`config.mk`:
```
export PLATFORM = sky130hd
export DESIGN_NAME = bus_cycle_ctrl_flat
export DESIGN_NICKNAME = d
export VERILOG_FILES = /design/src/rtl/sf500_bus_pkg.sv /design/src/rtl/bus_cycle_ctrl_if.sv /design/src/rtl/bus_cycle_ctrl_sw_debounce.sv /design/src/rtl/bus_cycle_ctrl.sv /design/src/flat_wrapper.sv
export SDC_FILE = /design/constraint.sdc
export NUM_CORES = 1
export LEC_CHECK = 0
export BUFFER_PORTS_ARGS = -buffer_cell sky130_fd_sc_hd__buf_2
export CORE_MARGIN = 2
export CORE_UTILIZATION = 45
export DETAILED_ROUTE_END_ITERATION = 8
export HOLD_SLACK_MARGIN = 0.06
export PLACE_DENSITY = 0.66
export SLEW_MARGIN = 20
export SYNTH_ARGS = -nofsm -noshare
export SYNTH_HDL_FRONTEND = slang
export SYNTH_HIERARCHICAL = 1
export SYNTH_SLANG_ARGS = --single-unit
```
`constraint.sdc`:
```
create_clock -name C14M -period 3 [get_ports C14M]
set_input_delay 0.6 -clock C14M [delete_from_list [all_inputs] [get_ports C14M]]
set_output_delay 0.6 -clock C14M [all_outputs]
set_load 0.01 [all_outputs]
```
`src/rtl/sf500_bus_pkg.sv`:
```
// Shared types and constants for the SF500 bus-cycle controller.
// Bus FSM encoding, default timing constants and an index-width helper.
package sf500_bus_pkg;

  typedef enum logic [1:0] {
    IDLE = 2'd0,
    WAIT = 2'd1,
    ACK  = 2'd2,
    EXT  = 2'd3
  } bus_state_e;

  localparam int DEFAULT_TIMEOUT_CYC  = 255;
  localparam int DEFAULT_DEBOUNCE_CYC = 1024;

  // Width of a region index; never below one bit so a single region still has a field.
  function automatic int region_idx_w(input int n_regions);
    if (n_regions <= 1) begin
      return 1;
    end else begin
      return $clog2(n_regions);
    end
  endfunction

endpackage

```
`src/rtl/bus_cycle_ctrl_if.sv`:
```
// 68000 bus-side signal bundle between the CPU card glue and the cycle controller.
// The controller uses the slave modport; the CPU/bus model uses master.
interface bus_cycle_ctrl_if #(
  parameter int N_REGIONS = 4,
  parameter int WS_BITS   = 3
);

  logic                           AS_CPU_n;
  logic [N_REGIONS-1:0]           REGION_HIT;
  logic [N_REGIONS*WS_BITS-1:0]   WAIT_CFG;
  logic                           DTACK_MB_n;
  logic                           M6800_DTACK_n;
  logic                           DTACK_n;

  modport slave (
    input  AS_CPU_n,
    input  REGION_HIT,
    input  WAIT_CFG,
    input  DTACK_MB_n,
    input  M6800_DTACK_n,
    output DTACK_n
  );

  modport master (
    output AS_CPU_n,
    output REGION_HIT,
    output WAIT_CFG,
    output DTACK_MB_n,
    output M6800_DTACK_n,
    input  DTACK_n
  );

endinterface

```
`src/rtl/bus_cycle_ctrl_sw_debounce.sv`:
```
// Two-flop synchroniser plus stability counter for the asynchronous speed switch.
// level_o follows the synchronised input only after STABLE_CYC unchanged clocks.
module sw_debounce #(
  parameter int STABLE_CYC = 1024
) (
  input  logic clk_i,
  input  logic rst_ni,
  input  logic sw_i,
  output logic level_o
);

  localparam int CW = $clog2(STABLE_CYC + 1);

  logic [1:0]    sync_q;
  logic          cand_q;
  logic          cand_d;
  logic [CW-1:0] cnt_q;
  logic [CW-1:0] cnt_d;
  logic          level_q;
  logic          level_d;

  // Synchroniser, candidate level, stability counter and accepted level.
  always_ff @(posedge clk_i or negedge rst_ni) begin
    if (!rst_ni) begin
      sync_q  <= 2'b11;
      cand_q  <= 1'b1;
      cnt_q   <= '0;
      level_q <= 1'b1;
    end else begin
      sync_q  <= {sync_q[0], sw_i};
      cand_q  <= cand_d;
      cnt_q   <= cnt_d;
      level_q <= level_d;
    end
  end

  // Any change of the synchronised value restarts the stability count.
  always_comb begin
    cand_d  = cand_q;
    cnt_d   = cnt_q;
    level_d = level_q;
    if (sync_q[1] != cand_q) begin
      cand_d = sync_q[1];
      cnt_d  = '0;
    end else if (cnt_q == CW'(STABLE_CYC)) begin
      level_d = cand_q;
    end else begin
      cnt_d = cnt_q + CW'(1);
    end
  end

  assign level_o = level_q;

endmodule

```
`src/rtl/bus_cycle_ctrl.sv`:
```
// SF500 68000 bus-cycle controller: region decode with per-region wait states, DTACK merge,
// idle-only CPU clock speed switching. Optional watchdog enabled by macro BUSCYC_TIMEOUT_EN.
module bus_cycle_ctrl
  import sf500_bus_pkg::*;
#(
  parameter int N_REGIONS    = 4,
  parameter int WS_BITS      = 3,
  parameter int DEBOUNCE_CYC = DEFAULT_DEBOUNCE_CYC,
  parameter int TIMEOUT_CYC  = DEFAULT_TIMEOUT_CYC
) (
  input  logic              C14M,
  input  logic              RESET_n,
  bus_cycle_ctrl_if.slave   bus,
  input  logic              SW1,
  output logic              SPEED_7M,
  output logic              CYCLE_ACTIVE,
  output logic              TIMEOUT_FLAG
);

  localparam int IDX_W = region_idx_w(N_REGIONS);

  bus_state_e         state_q;
  bus_state_e         state_d;
  logic [WS_BITS-1:0] cnt_q;
  logic [WS_BITS-1:0] cnt_d;
  logic               local_ack_q;
  logic               local_ack_d;
  logic               speed_q;
  logic               speed_d;
  logic               active_q;
  logic               hit_any_s;
  logic [IDX_W-1:0]   hit_idx_s;
  logic [WS_BITS-1:0] ws_sel_s;
  logic               dtack_s;
  logic               speed_pend_s;

`ifdef BUSCYC_TIMEOUT_EN
  localparam int WDW = $clog2(TIMEOUT_CYC + 1);
  logic [WDW-1:0]     wd_q;
  logic [WDW-1:0]     wd_d;
  logic               wd_fire_s;
  logic               tmo_flag_q;
`endif

  sw_debounce #(
    .STABLE_CYC (DEBOUNCE_CYC)
  ) u_sw1_debounce (
    .clk_i   (C14M),
    .rst_ni  (RESET_n),
    .sw_i    (SW1),
    .level_o (speed_pend_s)
  );

  assign hit_any_s   = |bus.REGION_HIT;
  assign dtack_s     = local_ack_q & bus.DTACK_MB_n & bus.M6800_DTACK_n;
  assign bus.DTACK_n = dtack_s;

  // Lowest set hit index wins: scan downward so the last assignment is the lowest.
  always_comb begin
    hit_idx_s = '0;
    for (int i = N_REGIONS - 1; i >= 0; i--) begin
      if (bus.REGION_HIT[i]) begin
        hit_idx_s = IDX_W'(i);
      end else begin
        hit_idx_s = hit_idx_s;
      end
    end
  end

  always_comb begin
    ws_sel_s = '0;
    for (int i = 0; i < N_REGIONS; i++) begin
      if (hit_idx_s == IDX_W'(i)) begin
        ws_sel_s = bus.WAIT_CFG[i*WS_BITS +: WS_BITS];
      end else begin
        ws_sel_s = ws_sel_s;
      end
    end
  end

  // Next state; AS_CPU_n high always returns to IDLE, which also covers mid-cycle aborts.
  always_comb begin
    state_d     = state_q;
    cnt_d       = cnt_q;
    local_ack_d = 1'b1;
`ifdef BUSCYC_TIMEOUT_EN
    wd_d        = '0;
    wd_fire_s   = 1'b0;
`endif
    if (bus.AS_CPU_n) begin
      state_d = IDLE;
      cnt_d   = '0;
    end else begin
      case (state_q)
        IDLE: begin
          if (hit_any_s) begin
            cnt_d = ws_sel_s;
            if (ws_sel_s == '0) begin
              state_d = ACK;
            end else begin
              state_d = WAIT;
            end
          end else begin
            state_d = EXT;
          end
        end
        WAIT: begin
          if (cnt_q <= WS_BITS'(1)) begin
            cnt_d   = '0;
            state_d = ACK;
          end else begin
            cnt_d = cnt_q - WS_BITS'(1);
          end
        end
        ACK: begin
          local_ack_d = 1'b0;
        end
        EXT: begin
          state_d = EXT;
        end
        default: begin
          state_d = IDLE;
        end
      endcase
`ifdef BUSCYC_TIMEOUT_EN
      if ((state_q == WAIT) || (state_q == EXT)) begin
        if (wd_q == WDW'(TIMEOUT_CYC - 1)) begin
          state_d   = ACK;
          cnt_d     = '0;
          wd_fire_s = 1'b1;
        end else begin
          wd_d = wd_q + WDW'(1);
        end
      end else begin
        wd_d = '0;
      end
`endif
    end
  end

  // Speed select changes only at a true bus-idle edge so CLKCPU never switches mid-cycle.
  always_comb begin
    if ((state_q == IDLE) && bus.AS_CPU_n && dtack_s) begin
      speed_d = speed_pend_s;
    end else begin
      speed_d = speed_q;
    end
  end

  always_ff @(posedge C14M or negedge RESET_n) begin
    if (!RESET_n) begin
      state_q     <= IDLE;
      cnt_q       <= '0;
      local_ack_q <= 1'b1;
      speed_q     <= 1'b1;
      active_q    <= 1'b0;
    end else begin
      state_q     <= state_d;
      cnt_q       <= cnt_d;
      local_ack_q <= local_ack_d;
      speed_q     <= speed_d;
      active_q    <= (state_d != IDLE);
    end
  end

`ifdef BUSCYC_TIMEOUT_EN
  // Watchdog count and sticky fired flag; only reset clears the flag.
  always_ff @(posedge C14M or negedge RESET_n) begin
    if (!RESET_n) begin
      wd_q       <= '0;
      tmo_flag_q <= 1'b0;
    end else begin
      wd_q       <= wd_d;
      tmo_flag_q <= tmo_flag_q | wd_fire_s;
    end
  end

  assign TIMEOUT_FLAG = tmo_flag_q;
`else
  assign TIMEOUT_FLAG = 1'b0;
`endif

  assign SPEED_7M     = speed_q;
  assign CYCLE_ACTIVE = active_q;

endmodule

```
`src/flat_wrapper.sv`:
```
// flat-port wrapper written by rule: the top's interface ports become plain ports
module bus_cycle_ctrl_flat import sf500_bus_pkg::*;
#(
  parameter int N_REGIONS    = 4,
  parameter int WS_BITS      = 3,
  parameter int DEBOUNCE_CYC = DEFAULT_DEBOUNCE_CYC,
  parameter int TIMEOUT_CYC  = DEFAULT_TIMEOUT_CYC
)
  (C14M, RESET_n, SW1, SPEED_7M, CYCLE_ACTIVE, TIMEOUT_FLAG, bus_AS_CPU_n, bus_REGION_HIT, bus_WAIT_CFG, bus_DTACK_MB_n, bus_M6800_DTACK_n, bus_DTACK_n);
  bus_cycle_ctrl_if #(.N_REGIONS(N_REGIONS), .WS_BITS(WS_BITS)) bus_i ();
  input  logic C14M;
  input  logic RESET_n;
  input  logic SW1;
  output logic SPEED_7M;
  output logic CYCLE_ACTIVE;
  output logic TIMEOUT_FLAG;
  input wire logic [$bits(bus_i.AS_CPU_n)-1:0] bus_AS_CPU_n;
  input wire logic [$bits(bus_i.REGION_HIT)-1:0] bus_REGION_HIT;
  input wire logic [$bits(bus_i.WAIT_CFG)-1:0] bus_WAIT_CFG;
  input wire logic [$bits(bus_i.DTACK_MB_n)-1:0] bus_DTACK_MB_n;
  input wire logic [$bits(bus_i.M6800_DTACK_n)-1:0] bus_M6800_DTACK_n;
  output wire logic [$bits(bus_i.DTACK_n)-1:0] bus_DTACK_n;
  assign bus_i.AS_CPU_n = bus_AS_CPU_n;
  assign bus_i.REGION_HIT = bus_REGION_HIT;
  assign bus_i.WAIT_CFG = bus_WAIT_CFG;
  assign bus_i.DTACK_MB_n = bus_DTACK_MB_n;
  assign bus_i.M6800_DTACK_n = bus_M6800_DTACK_n;
  assign bus_DTACK_n = bus_i.DTACK_n;
  bus_cycle_ctrl #(.N_REGIONS(N_REGIONS), .WS_BITS(WS_BITS), .DEBOUNCE_CYC(DEBOUNCE_CYC), .TIMEOUT_CYC(TIMEOUT_CYC)) u_core (.C14M(C14M), .RESET_n(RESET_n), .bus(bus_i), .SW1(SW1), .SPEED_7M(SPEED_7M), .CYCLE_ACTIVE(CYCLE_ACTIVE), .TIMEOUT_FLAG(TIMEOUT_FLAG));
endmodule
```
Yosys cells after proc, flatten, opt, wreduce, memory -nomap -nowiden
Index checks and enable logic that the tools add are counted.
- input bits: 22
- register bits: 23
- logic and storage cells: 56
- equality and inequality tests: 10
- reductions and logical operators: 10
- mux-type cells: 21
- bitwise operators: 3
- $add $sub $neg: 2
- magnitude comparators: 1
- operators with widths (cell ; number):
    $mux 11 ; 2
    $mux 3 ; 7
    $mux 2 ; 8
    $add 11x1->11 const B ; 1
    $eq 11x11->1 const B ; 1
    $eq 2x2->1 const B ; 4
    $pmux 2 s3 ; 1
    $pmux 3 s2 ; 1
    $eq 2x1->1 const B ; 2
    $logic_not 2->1 ; 2
    $reduce_and 2->1 ; 2
    $reduce_or 4->1 ; 1
    $le 3x1->1 const B ; 1
    $logic_not 3->1 ; 1
    $ne 3x2->1 const B ; 1
    $reduce_bool 3->1 ; 1
    $sub 3x1->3 const B ; 1
    $and 1x1->1 ; 2
    $logic_and 1x1->1 ; 2
    $mux 1 ; 2
    $ne 2x2->1 const B ; 1
    $reduce_bool 2->1 ; 1
    $ne 1x1->1 ; 1
    $not 1->1 ; 1

Longest topological paths before layout
Gate-level depths: netlist of run 1.
- depth after elaboration: 15
- mapped depth: 7
- mapped depth without buffers: 7

By module
Netlist of run 1, hierarchy kept.
- modules (own cells, without submodules) (module ; instances ; seq. area each (um2) ; cells each ; area each (um2)):
    sw_debounce ; 1 ; 380.4 ; 72 ; 755.7
    bus_cycle_ctrl ; 1 ; 202.7 ; 75 ; 623.1

Least setup slack after synthesis of run 1
Ideal clock, no wire load.
- path kind: input-to-reg
- start: input bus_REGION_HIT[2]
- end: register u_core.state_q[0]
- arrival: 1.514 ns
- buffers on the path: 1
- stages on the path: 5
- setup time: 0.135 ns
- path slack: 1.351 ns
- data required time: 2.865 ns
- cells stage by stage: buf_2 a211o_1 a221o_1 nor2_2 a31oi_1
- longest elaborated chain between the ends: 13
- elaborated cells on any way between the ends: 17
- ends and longest elaborated chain (element ; RTL line ; RTL):
    start: declaration ; flat_wrapper.sv:18 ; input wire logic [$bits(bus_i.REGION_HIT)-1:0] bus_REGION_HIT;
    $mux 2 (3 in a row) ; bus_cycle_ctrl.sv:62 ; if (bus.REGION_HIT[i]) begin
    $logic_not 2->1 ; bus_cycle_ctrl.sv:73 ; if (hit_idx_s == IDX_W'(i)) begin
    $mux 3 (4 in a row) ; bus_cycle_ctrl.sv:73 ;
    $logic_not 3->1 ; bus_cycle_ctrl.sv:98 ; if (ws_sel_s == '0) begin
    $mux 2 ; bus_cycle_ctrl.sv:98 ;
    $mux 2 * ; bus_cycle_ctrl.sv:96 ; if (hit_any_s) begin
    $pmux 2 s3 * ; bus_cycle_ctrl.sv:94 ; case (state_q)
    $mux 2 * ; bus_cycle_ctrl.sv:90 ; if (bus.AS_CPU_n) begin
    named net u_core.state_d[0] ; bus_cycle_ctrl.sv:23 ; bus_state_e state_d;
    end signal: assignment ; bus_cycle_ctrl.sv:158 ; state_q <= state_d;
    end: declaration ; bus_cycle_ctrl.sv:22 ; bus_state_e state_q;
Mark *: on every way through the listed nets, which the timed path passes. The rest lies on a longest branch.
A chain may end at the register's enable or synchronous reset.

Final worst setup path of run 1
- start: register u_core.local_ack_q
- end: output bus_DTACK_n
- longest elaborated chain between the ends: 2
- ends and longest elaborated chain (element ; RTL line ; RTL):
    start: declaration ; bus_cycle_ctrl.sv:26 ; logic local_ack_q;
    start signal: assignment ; bus_cycle_ctrl.sv:160 ; local_ack_q <= local_ack_d;
    $and 1x1->1 (2 in a row) ; bus_cycle_ctrl.sv:55 ; assign dtack_s = local_ack_q & bus.DTACK_MB_n & bus.M6800_DTACK_n;
    end: declaration ; flat_wrapper.sv:22 ; output wire logic [$bits(bus_i.DTACK_n)-1:0] bus_DTACK_n;
Every way passes these cells.

==> flow_metrics.py, run 1 <==
metrics = {
    "placed_design": {
        "numPortBuffers": 24,
        "place_congestion": 0.826,
        "hpwlAfterDp_mm": 2.14,
    },
    "critical_path": {
        "end_kind": "output port",
        "worstPathRequired_ps": 2400,
        "worstSetupStartpointType": "flop",
        "r2r_cells": 4,
        "critPathBufInv": 1,
        "max_stage_delay_ps": 530,
        "arrival_ps": 1120,
        "worstReg2RegStart": "u_core/u_sw1_debounce/cnt_q[0]",
        "critPathTopFamily": "flip-flops",
        "reg2reg_slack_ps": 1310,
        "r2r_end": "u_core/u_sw1_debounce/cnt_q[8]",
        "critPathSlowestCell": "dfstp_2",
        "path_cells": "and3_1, buf_2",
        "path_max_fanout": 2,
        "crit_type": "reg -> out",
    },
    "die": {
        "coreArea_um2": 2980,
        "rows": 20,
        "die-area_um2": 3520,
        "die_w_um": 59.4,
        "die_h_um": 59.4,
        "initial_core_util_pct": 46.3,
        "io_pins": 26,
    },
    "sta": {
        "slew_headroom_pct": 57.8,
        "setup_tns_ps": 0,
        "slew_violations": 0,
        "fin_crit_sh_pct": 57.4,
        "tightest_slew_ps": 631,
        "fin_crit_ps": 1720,
        "fmax_ghz": 0.580,
        "hold_viol_final": 0,
        "setup_viol": 0,
        "clock-skew-final_ps": 3.01,
        "rsz0062_at_grt": "no",
    },
    "detailed_routing": {
        "drt_iter0_drc": 43,
        "routed-via-count": 1173,
        "post_drt_wl_per_cell_um": 13.9,
        "drt_wl_total_mm": 2.83,
        "vias_per_cell": 5.78,
        "drcViolationCount": 0,
        "drtAntennaViolNets": 0,
        "firstDrtPassIters": 5,
    },
    "clock_tree": {
        "clk_latency_ps": 300,
        "h-tree-depth": 1,
        "clkTransAtPathRegs_ps": 120,
        "cts.sinks": 23,
        "post_cts_buffers": 0,
        "cts_buffer_depth": 2,
        "cts_tree": "built",
        "cts.repair.resized": 0,
        "cts_made_buffers": 3,
        "root_buffer": "clkbuf_4",
        "hold_buffers": 0,
    },
    "worst_hold_path": {
        "hold_class": "in -> async",
    },
    "logic_synthesis": {
        "synth_seq_cells": 23,
        "synthCells": 147,
        "yosysSeqAreaShare_pct": 42.3,
        "syn-num-nets": 172,
        "ys.warnings.count": 6,
        "synth_edf_count": 0,
        "syn_area_um2": 1380,
        "synth.distinct_cells": 48,
        "ys.flop_type": "dfrtp_1",
        "ys_async_sr_fraction_pct": 100,
        "syn_area_per_cell_um2": 9.38,
    },
    "pwr": {
        "peakVddDrop_uv": 232,
        "cellInternalPower_mw": 0.472,
        "seqPwrFrac_pct": 54.0,
        "switching_share_pct": 32.9,
        "combPwrFrac_pct": 25.9,
        "clkPwrFrac_pct": 20.1,
        "p_total_mw": 0.703,
        "leakage_nw": 0.641,
        "power.density_nw_per_um2": 460,
        "p_sw_mw": 0.231,
    },
    "finish": {
        "final_nets": 196,
        "layout_common_cells": "buf_2 (24), dfrtp_1 (17), nand2_1 (13)",
        "final_common_cell": "buf_2",
        "area_growth_pct": 10.9,
        "drive_gt1_share_pct": 25.3,
        "num_antenna_cells": 0,
    },
    "global_routing": {
        "overflow": 0,
        "grtUsageTotal_pct": 17.9,
        "grt_first_pass_wirelength_mm": 4.77,
        "antenna_found_initial": 0,
        "grt_pass1_vias": 1144,
        "grt_max_degree": 24,
    },
    "run_status": {
        "outcome": "finished, final reports clean",
    },
    "flow_run": {
        "maxCapViolations": 0,
    },
}
per-layer routing:
metal / part of all wire (%) / global-route usage, % / routed length (µm) / vias to the layer above
met5: 0 / 0 / 0 / -
met2: 50 / 33.1 / 1420 / 30
li1: - / - / - / 579
met4: 0.95 / 8.77 / 27 / 0
met1: 45 / 20.5 / 1270 / 562
met3: 3.9 / 1.31 / 110 / 2
metrics by stage:
step | hold slack [ps] | cell area, µm² | utilization (%) | cells | setup WS (ps)
finish | 237 | 1530 | 51.3 | 203 | 1280
global route | 261 | 1530 | 51.3 | 203 | 1200
CTS | 249 | 1530 | 51.3 | 203 | 1260
detailed placement | 351 | 1500 | 50.4 | 199 | 1200
global placement | 348 | 1500 | 50.4 | 199 | 1250
floorplan | 304 | 1380 | - | 147 | 1350
how the worst max path moves through the flow:
| stage | from | endpoint | slack, ps | cells past startpoint |
|---|---|---|---|---|
| floorplan | bus_REGION_HIT[2] | u_core/state_q[0] | 1350 | 5 |
| global placement | bus_REGION_HIT[1] | u_core/state_q[0] | 1250 | 6 |
| detailed placement | bus_REGION_HIT[1] | u_core/cnt_q[0] | 1200 | 6 |
| CTS | u_core/local_ack_q | bus_DTACK_n | 1260 | 2 |
| global route | u_core/u_sw1_debounce/cnt_q[0] | u_core/u_sw1_debounce/cnt_q[8] | 1200 | 4 |
| finish | u_core/local_ack_q | bus_DTACK_n | 1280 | 2 |
registers in the layout, summed over array words and instances (netlist names), 2 cells and up:
name                          count
u_core/state_q                    2
u_core/u_sw1_debounce/sync_q      2
u_core/cnt_q                      3
u_core/u_sw1_debounce/cnt_q      11
layout make-up:
| type | count | area, µm² |
|---|---|---|
| multi-input combinational | 110 | 723 |
| sequential | 23 | 583 |
| inverter | 9 | 33.8 |
| clock inverter | 1 | 5.00 |
| tap | 33 | 41.3 |
| timing repair buffer | 24 | 120 |
| fill | 303 | 1450 |
| clock buffer | 3 | 22.5 |
logic make-up (layout without fill, tap and decap cells):
family,Yosys count,count (layout),share of synthesized area (%)
xor+xnor,4,4,2.54
simple gates,55,55,22.7
buf+inv,14,37,5.26
fa+ha+maj,3,3,2.72
flops,23,23,42.3
compound gates,42,42,20.4
other cells,1,1,0.272
mux,5,5,3.81
synthesized netlist by cell type (2+ instances only):
master | instances | area, µm²
nand2_1 | 13 | 48.8
nor3_1 | 3 | 15.0
nand3_1 | 4 | 20.0
o2bb2ai_1 | 2 | 17.5
dfrtp_1 | 17 | 425
nand4_1 | 2 | 12.5
o21ai_0 | 10 | 50.1
nor2b_1 | 3 | 18.8
nand3b_1 | 4 | 30.0
o211ai_1 | 2 | 15.0
a21oi_1 | 11 | 55.1
or4_4 | 2 | 22.5
or4_1 | 2 | 15.0
or2b_1 | 2 | 15.0
mux2i_1 | 3 | 30.0
o21bai_1 | 2 | 15.0
mux2_2 | 2 | 22.5
dfstp_2 | 6 | 158
buf_6 | 2 | 22.5
or3_2 | 2 | 15.0
nor2_1 | 9 | 33.8
inv_1 | 9 | 33.8
nor4_1 | 2 | 12.5
a31oi_1 | 2 | 12.5
xor2_1 | 2 | 17.5
xnor2_1 | 2 | 17.5
or3_1 | 2 | 12.5
ha_1 | 3 | 37.5
o31ai_1 | 3 | 22.5
power by group through the flow:
stage	clock [mW]	combinational, mW	sequential [mW]
global route	0.157	0.210	0.385
CTS	0.147	0.182	0.379
floorplan	0	0.137	0.372
global placement	0	0.174	0.382
detailed placement	0	0.182	0.384
finish	0.141	0.182	0.380
(Power assumes the default switching activity.)
==> run 2, diff against run 1 <==
- clock period: 3 -> 1.7 ns (I/O delays scaled with it)
==> run 2 against run 1 <==
Effect of this change: worst setup slack got worse by 1100 ps; register-to-register slack got worse by 1100 ps; utilization increased by 1.1 points; critical path type is now reg -> reg.
==> flow_metrics.py, run 2 (synthesis gave the netlist of run 1 again) <==
metrics = {
    "clock_tree": {
        "clk_latency_ps": 310,
        "cts_tree": "built",
        "root_buffer": "clkbuf_4",
        "cts_buffer_depth": 2,
        "cts_made_buffers": 3,
        "clkTransAtPathRegs_ps": 130,
        "post_cts_buffers": 0,
        "h-tree-depth": 1,
        "cts.sinks": 23,
    },
    "die": {
        "rows": 20,
        "die_w_um": 59.4,
        "die-area_um2": 3520,
        "die_h_um": 59.4,
        "coreArea_um2": 2980,
        "initial_core_util_pct": 46.3,
        "io_pins": 26,
    },
    "sta": {
        "rsz0062_at_grt": "no",
        "fin_crit_sh_pct": 90.5,
        "hold_viol_final": 0,
        "fmax_ghz": 0.650,
        "clock-skew-final_ps": 5.05,
        "setup_tns_ps": 0,
        "setup_viol": 0,
        "slew_violations": 0,
        "tightest_slew_ps": 505,
        "slew_headroom_pct": 66.3,
        "fin_crit_ps": 1540,
    },
    "pwr": {
        "leakage_nw": 0.647,
        "power.density_nw_per_um2": 801,
        "peakVddDrop_uv": 405,
    },
    "critical_path": {
        "path_cells": "or4_4, nor3_4, mux2i_1",
        "critPathBufInv": 0,
        "critPathSlowestCell": "or4_4",
        "worstSetupStartpointType": "flop",
        "critPathTopFamily": "simple AND/OR/NAND/NOR gates",
        "path_max_fanout": 5,
        "worstPathRequired_ps": 1940,
        "crit_type": "reg -> reg",
        "arrival_ps": 1780,
        "end_kind": "flop",
        "max_stage_delay_ps": 600,
    },
    "detailed_routing": {
        "firstDrtPassIters": 4,
        "drt_wl_total_mm": 2.73,
        "routed-via-count": 1170,
        "drcViolationCount": 0,
        "drt_iter0_drc": 62,
        "post_drt_wl_per_cell_um": 13.2,
        "drtAntennaViolNets": 0,
        "vias_per_cell": 5.68,
    },
    "global_routing": {
        "grt_pass1_vias": 1100,
        "grtUsageTotal_pct": 17.7,
        "grt_max_degree": 24,
        "overflow": 0,
        "grt_first_pass_wirelength_mm": 4.80,
        "antenna_found_initial": 0,
    },
    "placed_design": {
        "dp_cells": 201,
        "place_congestion": 0.826,
        "numPortBuffers": 24,
        "hpwlAfterDp_mm": 2.05,
    },
    "finish": {
        "layout_common_cells": "buf_2 (24), dfrtp_1 (16), nand2_1 (13)",
        "area_growth_pct": 13.2,
        "final_nets": 199,
        "final_common_cell": "buf_2",
        "instances_no_fill": 206,
        "largest_reg_flops": 11,
        "num_antenna_cells": 0,
        "regMostFlops": "u_core/u_sw1_debounce/cnt_q",
        "top_regs": "u_core/u_sw1_debounce/cnt_q x11, u_core/cnt_q x3",
        "drive_gt1_share_pct": 27.2,
    },
    "run_status": {
        "outcome": "finished, final reports clean",
    },
    "flow_run": {
        "maxCapViolations": 0,
    },
    "worst_hold_path": {
        "hold_class": "in -> reg",
    },
}
-- run 2: worst reg2reg max path: cells and delay by family, from the launching register on --
kind / cells / cell delay (ps)
mux: 1 / 200
flops: 1 / 450
simple gates: 2 / 820
-- run 2: stage by stage --
| stage | util (%) | power, mW | instance area, µm² | hold WS (ps) | setup WS [ps] |
|---|---|---|---|---|---|
| floorplan | - | 0.898 | 1380 | 44.4 | 237 |
| global placement | 50.9 | 0.986 | 1520 | 332 | 211 |
| detailed placement | 50.9 | 1.00 | 1520 | 339 | 182 |
| CTS | 52.3 | 1.26 | 1560 | 96.1 | 137 |
| global route | 52.4 | 1.35 | 1560 | 79.9 | 14.4 |
| finish | 52.4 | 1.25 | 1560 | 111 | 161 |
-- run 2: path summary, 6_finish.rpt --
path                                              endpoint  slack (ps)                       startpoint  depth (start not counted)
setup / recovery            u_core/u_sw1_debounce/cnt_q[1]         160   u_core/u_sw1_debounce/cnt_q[3]                          3
hold / removal             u_core/u_sw1_debounce/sync_q[0]         110                              SW1                          1
setup reg to reg            u_core/u_sw1_debounce/cnt_q[1]         160   u_core/u_sw1_debounce/cnt_q[3]                          3
hold reg to reg            u_core/u_sw1_debounce/sync_q[1]         370  u_core/u_sw1_debounce/sync_q[0]                          0
max in group asynchronous   u_core/u_sw1_debounce/cnt_q[0]         820                          RESET_n                          2
min in group asynchronous              u_core/CYCLE_ACTIVE         520                          RESET_n                          2
-- run 2: layer usage --
layer  share of wire (%)  vias to the layer above  global-route usage (%)  wire length, µm
li1                    -                      586                       -                -
met1                  49                      549                    24.0             1330
met2                  46                       33                    28.3             1240
met3                 4.8                        2                    2.62              131
met4                0.99                        0                    6.82               27
met5                   0                        -                       0                0
-- run 2: timing repair --
action | in CTS | in global routing
hold buffers | 1 | 0
endpoints found under the hold margin | 17 | 0
gates resized for setup | 0 | 2
endpoints found under the setup margin | 0 | 2
-- run 2: where the power goes --
group          leakage (nW)  switching [mW]  internal, mW
Sequential            0.289          0.0625         0.606
Combinational         0.344           0.179         0.146
Clock                0.0139           0.167        0.0896
-- run 2: final cells by class --
| cell class | count | area (µm²) |
|---|---|---|
| clock buffer | 3 | 22.5 |
| clock inverter | 1 | 7.51 |
| fill | 281 | 1420 |
| inverter | 9 | 33.8 |
| multi-input combinational | 110 | 726 |
| sequential | 23 | 584 |
| tap | 33 | 41.3 |
| timing repair buffer | 27 | 145 |
